==> config.mk <==
export PLATFORM = sky130hd
export DESIGN_NAME = seq_divider
export DESIGN_NICKNAME = d
export VERILOG_FILES = /design/src/rtl/seq_divider.sv
export SDC_FILE = /design/constraint.sdc
export NUM_CORES = 1
export LEC_CHECK = 0
export ABC_AREA = 1
export CELL_PAD_IN_SITES_DETAIL_PLACEMENT = 0
export CELL_PAD_IN_SITES_GLOBAL_PLACEMENT = 1
export CORE_AREA = 2 2 99 101
export CTS_BUF_LIST = sky130_fd_sc_hd__clkbuf_4
export CTS_CLUSTER_DIAMETER = 120
export DETAILED_ROUTE_END_ITERATION = 8
export DIE_AREA = 0 0 101 103
export GPL_ROUTABILITY_DRIVEN = 0
export MAX_ROUTING_LAYER = met4
export PLACE_DENSITY_LB_ADDON = 0.1
export REMOVE_ABC_BUFFERS = 1
export SLEW_MARGIN = 20
export SYNTH_ARGS = -nofsm -noshare
export SYNTH_HDL_FRONTEND = slang
export SYNTH_SLANG_ARGS = --single-unit
==> constraint.sdc <==
create_clock -name clk -period 3.6 [get_ports clk]
set_input_delay 0.36 -clock clk [delete_from_list [all_inputs] [get_ports clk]]
set_output_delay 0.36 -clock clk [all_outputs]
set_load 0.02 [all_outputs]
==> src/rtl/seq_divider.sv <==
// seq_divider: multi-cycle restoring integer divider, one quotient bit per clock.
// Independent dividend/divisor widths, optional two's-complement mode,
// divide-by-zero and signed-overflow flags, valid/ready on both sides.
module seq_divider #(
    parameter int DVD_W  = 16,
    parameter int DVS_W  = 16,
    parameter int SIGNED = 0
) (
    input  logic             clk,
    input  logic             rst,
    input  logic             in_val,
    output logic             in_rdy,
    input  logic [DVD_W-1:0] dvd,
    input  logic [DVS_W-1:0] dvs,
    output logic             out_val,
    input  logic             out_rdy,
    output logic [DVD_W-1:0] quo,
    output logic [DVS_W-1:0] rem,
    output logic             dbz,
    output logic             ovf
);

    localparam int CNT_W = $clog2(DVD_W);
    localparam logic [CNT_W-1:0] LAST_ITER = CNT_W'(DVD_W - 1);
    localparam logic [DVD_W-1:0] MOST_NEG  = {1'b1, {(DVD_W-1){1'b0}}};

    typedef enum logic [2:0] {
        S_IDLE, S_CALC, S_FIX, S_ZERO, S_OVF, S_DONE
    } state_e;

    state_e           state_q, state_d;
    logic [CNT_W-1:0] cnt_q, cnt_d;
    // quo_q holds the dividend bits still to be consumed in its upper part and
    // the quotient bits produced so far in its lower part while in CALC.
    logic [DVD_W-1:0] quo_q, quo_d;
    // rem_q is the partial remainder during CALC and the final remainder after.
    logic [DVS_W-1:0] rem_q, rem_d;
    logic [DVS_W-1:0] dvs_q, dvs_d;
    logic             qneg_q, qneg_d;
    logic             rneg_q, rneg_d;
    logic             dbz_q, dbz_d;
    logic             ovf_q, ovf_d;
    logic             oval_q, oval_d;

    logic             accept;
    logic             is_ovf;
    logic             dvd_neg;
    logic             dvs_neg;
    logic [DVD_W-1:0] dvd_mag;
    logic [DVS_W-1:0] dvs_mag;
    logic [DVS_W:0]   shifted;

    // State and datapath registers with synchronous reset
    always_ff @(posedge clk) begin
        if (rst) begin
            state_q <= S_IDLE;
            cnt_q   <= '0;
            quo_q   <= '0;
            rem_q   <= '0;
            dvs_q   <= '0;
            qneg_q  <= 1'b0;
            rneg_q  <= 1'b0;
            dbz_q   <= 1'b0;
            ovf_q   <= 1'b0;
            oval_q  <= 1'b0;
        end else begin
            state_q <= state_d;
            cnt_q   <= cnt_d;
            quo_q   <= quo_d;
            rem_q   <= rem_d;
            dvs_q   <= dvs_d;
            qneg_q  <= qneg_d;
            rneg_q  <= rneg_d;
            dbz_q   <= dbz_d;
            ovf_q   <= ovf_d;
            oval_q  <= oval_d;
        end
    end

    // Next-state selection
    always_comb begin
        state_d = state_q;
        case (state_q)
            S_IDLE: begin
                if (accept) begin
                    if (dvs == '0)  state_d = S_ZERO;
                    else if (is_ovf) state_d = S_OVF;
                    else             state_d = S_CALC;
                end
            end
            S_CALC:                 if (cnt_q == LAST_ITER) state_d = S_FIX;
            S_FIX, S_ZERO, S_OVF:   state_d = S_DONE;
            S_DONE:                 if (oval_q && out_rdy) state_d = S_IDLE;
            default:                state_d = S_IDLE;
        endcase
    end

    // Operand decode and datapath next values
    always_comb begin
        dvd_neg = (SIGNED != 0) && dvd[DVD_W-1];
        dvs_neg = (SIGNED != 0) && dvs[DVS_W-1];
        dvd_mag = dvd_neg ? -dvd : dvd;
        dvs_mag = dvs_neg ? -dvs : dvs;
        is_ovf  = (SIGNED != 0) && (dvd == MOST_NEG) && (dvs == '1);
        accept  = in_val && (state_q == S_IDLE);
        shifted = {rem_q, quo_q[DVD_W-1]};

        cnt_d  = cnt_q;
        quo_d  = quo_q;
        rem_d  = rem_q;
        dvs_d  = dvs_q;
        qneg_d = qneg_q;
        rneg_d = rneg_q;
        dbz_d  = dbz_q;
        ovf_d  = ovf_q;
        oval_d = 1'b0;

        case (state_q)
            S_IDLE: begin
                if (accept) begin
                    cnt_d  = '0;
                    rem_d  = '0;
                    dvs_d  = dvs_mag;
                    qneg_d = dvd_neg ^ dvs_neg;
                    rneg_d = dvd_neg;
                    // The zero-divisor path reports the raw dividend bits, not the magnitude
                    quo_d  = (dvs == '0) ? dvd : dvd_mag;
                end
            end
            S_CALC: begin
                cnt_d = cnt_q + CNT_W'(1);
                if (shifted >= {1'b0, dvs_q}) begin
                    rem_d = DVS_W'(shifted - {1'b0, dvs_q});
                    quo_d = {quo_q[DVD_W-2:0], 1'b1};
                end else begin
                    rem_d = shifted[DVS_W-1:0];
                    quo_d = {quo_q[DVD_W-2:0], 1'b0};
                end
            end
            S_FIX: begin
                if (qneg_q) quo_d = -quo_q;
                if (rneg_q) rem_d = -rem_q;
            end
            S_ZERO: begin
                quo_d = '1;
                rem_d = quo_q[DVS_W-1:0];
                dbz_d = 1'b1;
            end
            S_OVF: begin
                rem_d = '0;
                ovf_d = 1'b1;
            end
            S_DONE: begin
                // out_val is registered, rising one clock after DONE is entered
                if (oval_q && out_rdy) begin
                    dbz_d = 1'b0;
                    ovf_d = 1'b0;
                end else begin
                    oval_d = 1'b1;
                end
            end
            default: ;
        endcase
    end

    // Port outputs
    always_comb begin
        in_rdy  = (state_q == S_IDLE);
        out_val = oval_q;
        quo     = quo_q;
        rem     = rem_q;
        dbz     = dbz_q;
        ovf     = ovf_q;
    end

endmodule

==> results.cfg, run 1 <==
[timing]
rsz0062_at_grt = false
fmax_mhz = 446
tightest_slew_ns = 1.01
fin_crit_ns = 2.24
hold_ws_ns = 0.470
tns_ns = 0
hold_violations = 0
slew_headroom = 0.324
period_share = 0.623
setup_viol = 0
slew_violations = 0
fin_skew_ns = 0.0173

[critical_path]
setup.worst_path.end_class = output pin
reg2reg_depth = 8
critical_path_class = register to output pin
crit_required_ns = 3.24
r2r_slack_ns = 1.42
rr_endpoint = cnt_q[2]$_SDFFE_PP0P_
r2r-start = state_q[1]$_SDFFE_PP0P_
cp-start-kind = register
crit_fanout = 6
cp.arrival_ns = 1.88

[floorplanning]
ioPinCount = 72
rows = 36
dieArea_mm2 = 0.0104
fp.dieW_um = 101
core_mm2 = 0.00946
die_h_um = 103
initial_utilization = 0.394

[routing]
dr.first_iter.drc_count = 157
ant_nets = 0
drc = 0
via_per_inst = 5.08
wirelength_mm = 11.0
via_count = 3847
drtPass1Iterations = 5
wl_per_cell_um = 14.5

[cells_and_area]
drive_above_1_share = 0.0683
final_common_cell = nand2_1
area_delta_synth_final_pct = 24.7
n_fill_cell = 1012
num_antenna_cells = 0
design_area_mm2 = 0.00464
fin_nets = 693
mostFrequentLayoutCells = 142 x nand2_1, 92 x inv_1, 71 x clkdlybuf4s50_1, 58 x dfxtp_1, 45 x a21oi_1

[grt]
grt_max_degree = 33
grt_use_total = 0.230
gr-total-overflow = 0
antenna_found_initial = 0
grt_pass1_vias = 3778
grt_pass1_wl_mm = 18.1

[pwr]
switchingPower_mw = 1.93
seqPwrFrac = 0.243
combPwrFrac = 0.630
power.internal_mw = 1.84
ir_worst_vdd_mv = 0.292
power_frac_clock = 0.126
sw_frac_of_total = 0.511
power_density_mw_per_mm2 = 811
leakage_nw = 2.13

[clocking]
cts_tree = yes
cts_hold_buf = 0
clk_latency_ns = 0.41
numCtsBuffers = 9
cts.repair.resized = 0
clockBufferDepth = 2
htreeDepth = 3
postCtsSetupBuffers = 0
cts_num_sinks = 58
root_buffer = clkbuf_4
clkSlewWorstSetupHoldPaths_ns = 0.11

[hold_path]
min_from = dvs_q[6]$_SDFFE_PP0P_
holdCritPathClass = register to register
whs_path_depth = 2
holdPathEnd = dvs_q[6]$_SDFFE_PP0P_

[synthesis]
async_flop_share = 0
synthesis.instances = 572
yosysWarningCount = 0
ys_types = 38
synth_top_flop_cell = dfxtp_1
synth_edf_count = 0
postSynthAreaPerCell_um2 = 6.51
syn_area_mm2 = 0.00372
ys_seq_area_frac = 0.312
synth.ff_latch_count = 58

[placed_design]
dp_hpwl_mm = 8.44
placed_area_mm2 = 0.00451
port_buffers = 71

[flow_run]
drv_cap = 0

[outcome]
status = finished clean
[layout make-up]
type / instances / area (um2) / share of cell area
clock inverters: 6 / 57.6 / 0.0124
well taps: 114 / 143 / 0.0307
clock buffers: 10 / 75.1 / 0.0162
multi-input cells: 401 / 2120 / 0.456
repair buffers: 74 / 733 / 0.158
flip-flops and latches: 58 / 1160 / 0.250
inverters: 95 / 357 / 0.0768
[synthesized netlist by cell type, drive strengths merged, types with 3 or more instances]
| cell | count | area, um2 |
|---|---|---|
| nand2 | 152 | 614 |
| inv | 95 | 357 |
| dfxtp | 58 | 1160 |
| nor2 | 47 | 220 |
| a21oi | 46 | 234 |
| nand3 | 44 | 240 |
| o21ai | 34 | 170 |
| nand4 | 18 | 113 |
| ha | 17 | 213 |
| o22ai | 15 | 93.8 |
| clkbuf | 12 | 45.0 |
| buf | 6 | 43.8 |
| nor3 | 5 | 36.3 |
| xor2 | 5 | 43.8 |
| nor4 | 4 | 25.0 |
| and2 | 3 | 18.8 |
| nand3b | 3 | 22.5 |
[worst max-delay path: stages (launching register included)]
cell and delay (ns):
dfxtp_1 0.40, nor2_1 0.16, inv_1 0.09, nor2_2 0.17
clkdlybuf4s50_1 0.65
[cells by family after synthesis]
group / after synthesis / synth area share
simple gates: 277 / 0.348
buf+inv: 113 / 0.120
compound gates: 100 / 0.144
flops: 58 / 0.312
fa+ha+maj: 18 / 0.0625
xor+xnor: 6 / 0.0141
[stage by stage]
step,power [mW],cells,utilization,setup WS (ns)
global placement,3.31,742,0.477,1.38
CTS,3.79,758,0.491,1.33
finish,3.77,758,0.491,1.36
floorplan,2.59,554,-,1.63
global route,4.15,758,0.491,1.15
detailed placement,3.30,742,0.477,1.30
[sequential cells by signal (all words and copies together), names as in the netlist]
register  flops
dvs_q        16
quo          16
rem          16
cnt_q         4
state_q       3
dbz           1
out_val       1
ovf           1
[power groups by stage]
stage / logic, mW / clock network [mW] / registers [mW]
final: 2.37 / 0.476 / 0.916
after global routing: 2.69 / 0.522 / 0.936
after CTS: 2.39 / 0.491 / 0.915
after detailed placement: 2.37 / 0 / 0.929
after global placement: 2.38 / 0 / 0.928
after floorplan: 1.59 / 0 / 0.998
[per-layer routing]
metal	GRT usage	wire, um
met1	0.304	5510
met2	0.354	4850
met3	0.0427	355
met4	0.0748	256
met5	-	0
[worst max path at each step]
stage | slack (ns) | depth (start not counted) | end | from
2_1_floorplan | 1.63 | 11 | rem[8]$_SDFFE_PP0P_ | quo[15]$_SDFFE_PP0P_
3_3_place_gp | 1.38 | 6 | cnt_q[2]$_SDFFE_PP0P_ | in_val
3_5_place_dp | 1.30 | 6 | cnt_q[2]$_SDFFE_PP0P_ | in_val
4_1_cts | 1.33 | 4 | in_rdy | state_q[1]$_SDFFE_PP0P_
5_1_grt | 1.15 | 14 | rem[5]$_SDFFE_PP0P_ | rem[9]$_SDFFE_PP0P_
6_report | 1.36 | 4 | in_rdy | state_q[1]$_SDFFE_PP0P_
No activity file was read; power rests on OpenSTA's default activity.
==> run 2: changes to the inputs <==
--- a/config.mk
+++ b/config.mk
@@ -8,11 +8,11 @@
 export ABC_AREA = 1
 export CELL_PAD_IN_SITES_DETAIL_PLACEMENT = 0
 export CELL_PAD_IN_SITES_GLOBAL_PLACEMENT = 1
-export CORE_AREA = 2 2 99 101
+export CORE_AREA = 2 2 108 110
 export CTS_BUF_LIST = sky130_fd_sc_hd__clkbuf_4
 export CTS_CLUSTER_DIAMETER = 120
 export DETAILED_ROUTE_END_ITERATION = 8
-export DIE_AREA = 0 0 101 103
+export DIE_AREA = 0 0 110 112
 export GPL_ROUTABILITY_DRIVEN = 0
 export MAX_ROUTING_LAYER = met4
 export PLACE_DENSITY_LB_ADDON = 0.1
==> constraint.sdc (replaced) <==
create_clock -name clk -period 1.8 [get_ports clk]
set_input_delay 0.18 -clock clk [delete_from_list [all_inputs] [get_ports clk]]
set_output_delay 0.18 -clock clk [all_outputs]
set_load 0.02 [all_outputs]
==> run 2 against run 1 <==
Compared with the run above:
- the flow now finishes with violations (negative setup slack)
- utilization is 4.5 points higher
- critical endpoint is now rem[12]$_SDFFE_PP0P_
- register-to-register slack got worse by 1.5 ns
- clock skew shrank 0.0056 ns
- sequential cell count stayed put
- sequential power up 100%
- worst setup slack got worse by 1.5 ns
- largest cell class unchanged
- power rose to 2.8 times the previous value
- design area is 29% higher
- global-route usage rose by 0.12 points
- highest routed layer unchanged
==> results.cfg, run 2 (same netlist as run 1, synthesis figures left out) <==
[timing]
slew_headroom = 0.728
fin_crit_ns = 1.91
fmax_mhz = 524
setup_viol = 17
tightest_slew_ns = 0.405
period_share = 1.06
rsz0062_at_grt = true
fin_skew_ns = 0.0117
hold_violations = 0
slew_violations = 0
setup_slack_ns = -0.108

[grt]
antenna_found_initial = 0
grt_max_degree = 32
gr-total-overflow = 0
grt_use_total = 0.231
grt_pass1_vias = 4390
grt_pass1_wl_mm = 21.4

[critical_path]
worst-path-stages = 14
rr_endpoint = rem[12]$_SDFFE_PP0P_
crit_fanout = 5
r2r_slack_ns = -0.11
critPathBufInv = 1
crit_required_ns = 2.11
reg2reg_depth = 14
max_stage_delay_ns = 0.38
crit_start = rem[9]$_SDFFE_PP0P_
crit_end = rem[12]$_SDFFE_PP0P_
cp.arrival_ns = 2.22
cp_cell_sequence = ha_4, nand2_2, nand2_2, nand2_1, nand2_2, nand2_2, nand2_2, nor2_4, nand2_8, buf_12, nand3_2, nand3_2, nor2_1, nor2_1
critical_path_class = register to register
setup.worst_path.end_class = register
cpMostUsedCell = nand2_2
cp-start-kind = register
cp_slowest_cell = dfxtp_4
critPathTopFamily = simple AND/OR/NAND/NOR gates
r2r-start = rem[9]$_SDFFE_PP0P_

[cells_and_area]
final_common_cell = nand2_1
fin_nets = 794
num_antenna_cells = 0
mostFrequentLayoutCells = 114 x nand2_1, 95 x buf_4, 73 x inv_1, 69 x clkdlybuf4s50_1, 44 x a21oi_1
drive_above_1_share = 0.349
n_fill_cell = 1097
design_area_mm2 = 0.00599
area_delta_synth_final_pct = 60.8

[clocking]
numCtsBuffers = 9
cts_hold_buf = 0
clockBufferDepth = 2
htreeDepth = 3
root_buffer = clkbuf_4
cts_tree = yes
clk_latency_ns = 0.41
cts_num_sinks = 58
clkSlewWorstSetupHoldPaths_ns = 0.11

[routing]
wirelength_mm = 13.1
drc = 0
dr.first_iter.drc_count = 158
wl_per_cell_um = 14.7
via_count = 4227
drtPass1Iterations = 4
ant_nets = 0
via_per_inst = 4.76

[floorplanning]
initial_utilization = 0.333
dieArea_mm2 = 0.0123
core_mm2 = 0.0112
die_h_um = 112
fp.dieW_um = 110
ioPinCount = 72
rows = 39

[placed_design]
placed_area_mm2 = 0.00518
dp_hpwl_mm = 9.71
port_buffers = 71

[outcome]
violations = negative setup slack
status = finished, violations left

[hold_path]
holdCritPathClass = input pin to register

[pwr]
power_density_mw_per_mm2 = 1790
ir_worst_vdd_mv = 0.856
total_power_mw = 10.7
leakage_nw = 2.73

[flow_run]
drv_cap = 0
==> run 2: through the flow <==
step | hold slack, ns | cells | TNS (ns) | utilization | worst slack [ns]
2_1_floorplan | 0.249 | 554 | -1.98 | - | -0.166
3_3_place_gp | 0.447 | 854 | -2.64 | 0.464 | -0.289
3_5_place_dp | 0.451 | 854 | -2.83 | 0.464 | -0.314
4_1_cts | 0.372 | 887 | -0.244 | 0.528 | -0.0377
5_1_grt | 0.389 | 888 | -2.91 | 0.536 | -0.195
6_report | 0.394 | 888 | -1.31 | 0.536 | -0.108
==> run 2: layer usage <==
metal | up-vias | share of wire | wire [um] | GRT usage
li1 | 2193 | - | - | -
met1 | 1934 | 0.48 | 6260 | 0.300
met2 | 79 | 0.47 | 6120 | 0.362
met3 | 21 | 0.031 | 402 | 0.0299
met4 | 0 | 0.021 | 277 | 0.0861
met5 | - | 0 | 0 | -
==> run 2: how the worst min path moves through the flow <==
| stage | startpoint | to | slack (ns) | cells after the start |
|---|---|---|---|---|
| CTS | dvs[0] | dvs_q[0]$_SDFFE_PP0P_ | 0.37 | 3 |
| finish | dvs[0] | dvs_q[0]$_SDFFE_PP0P_ | 0.39 | 3 |
| floorplan | rst | cnt_q[1]$_SDFFE_PP0P_ | 0.25 | 1 |
| global placement | dvs_q[14]$_SDFFE_PP0P_ | dvs_q[14]$_SDFFE_PP0P_ | 0.45 | 2 |
| detailed placement | dvs_q[14]$_SDFFE_PP0P_ | dvs_q[14]$_SDFFE_PP0P_ | 0.45 | 2 |
| global route | dvs[0] | dvs_q[0]$_SDFFE_PP0P_ | 0.39 | 3 |
==> run 2: repair_timing <==
item                       CTS  global route
cloned                       3             0
pin swaps                   31            28
gates resized for setup    111            30
setup buffers               14             1
hold endpoints to repair     0             0
setup endpoints to repair   18            19
==> run 2: final cells by class <==
class,count,area [um2],area share
Timing Repair Buffer,172,1500,0.251
Clock inverter,6,57.6,0.00961
Multi-Input combinational cell,404,2620,0.438
Inverter,95,357,0.0596
Tap cell,143,179,0.0299
Clock buffer,10,75.1,0.0125
Sequential cell,58,1190,0.199
==> run 2: report_power, final <==
part	switching, mW	internal, mW	leakage [nW]
combinational	4.25	3.65	2.16
clock	0.522	0.430	0.0776
sequential	0.261	1.57	0.487
total	5.04	5.66	2.73
==> run 2: tightest hold or removal path: stages <==
cell             delay (ns)
clkdlybuf4s50_1        0.43
nand3_1                0.09
a21oi_1                0.06
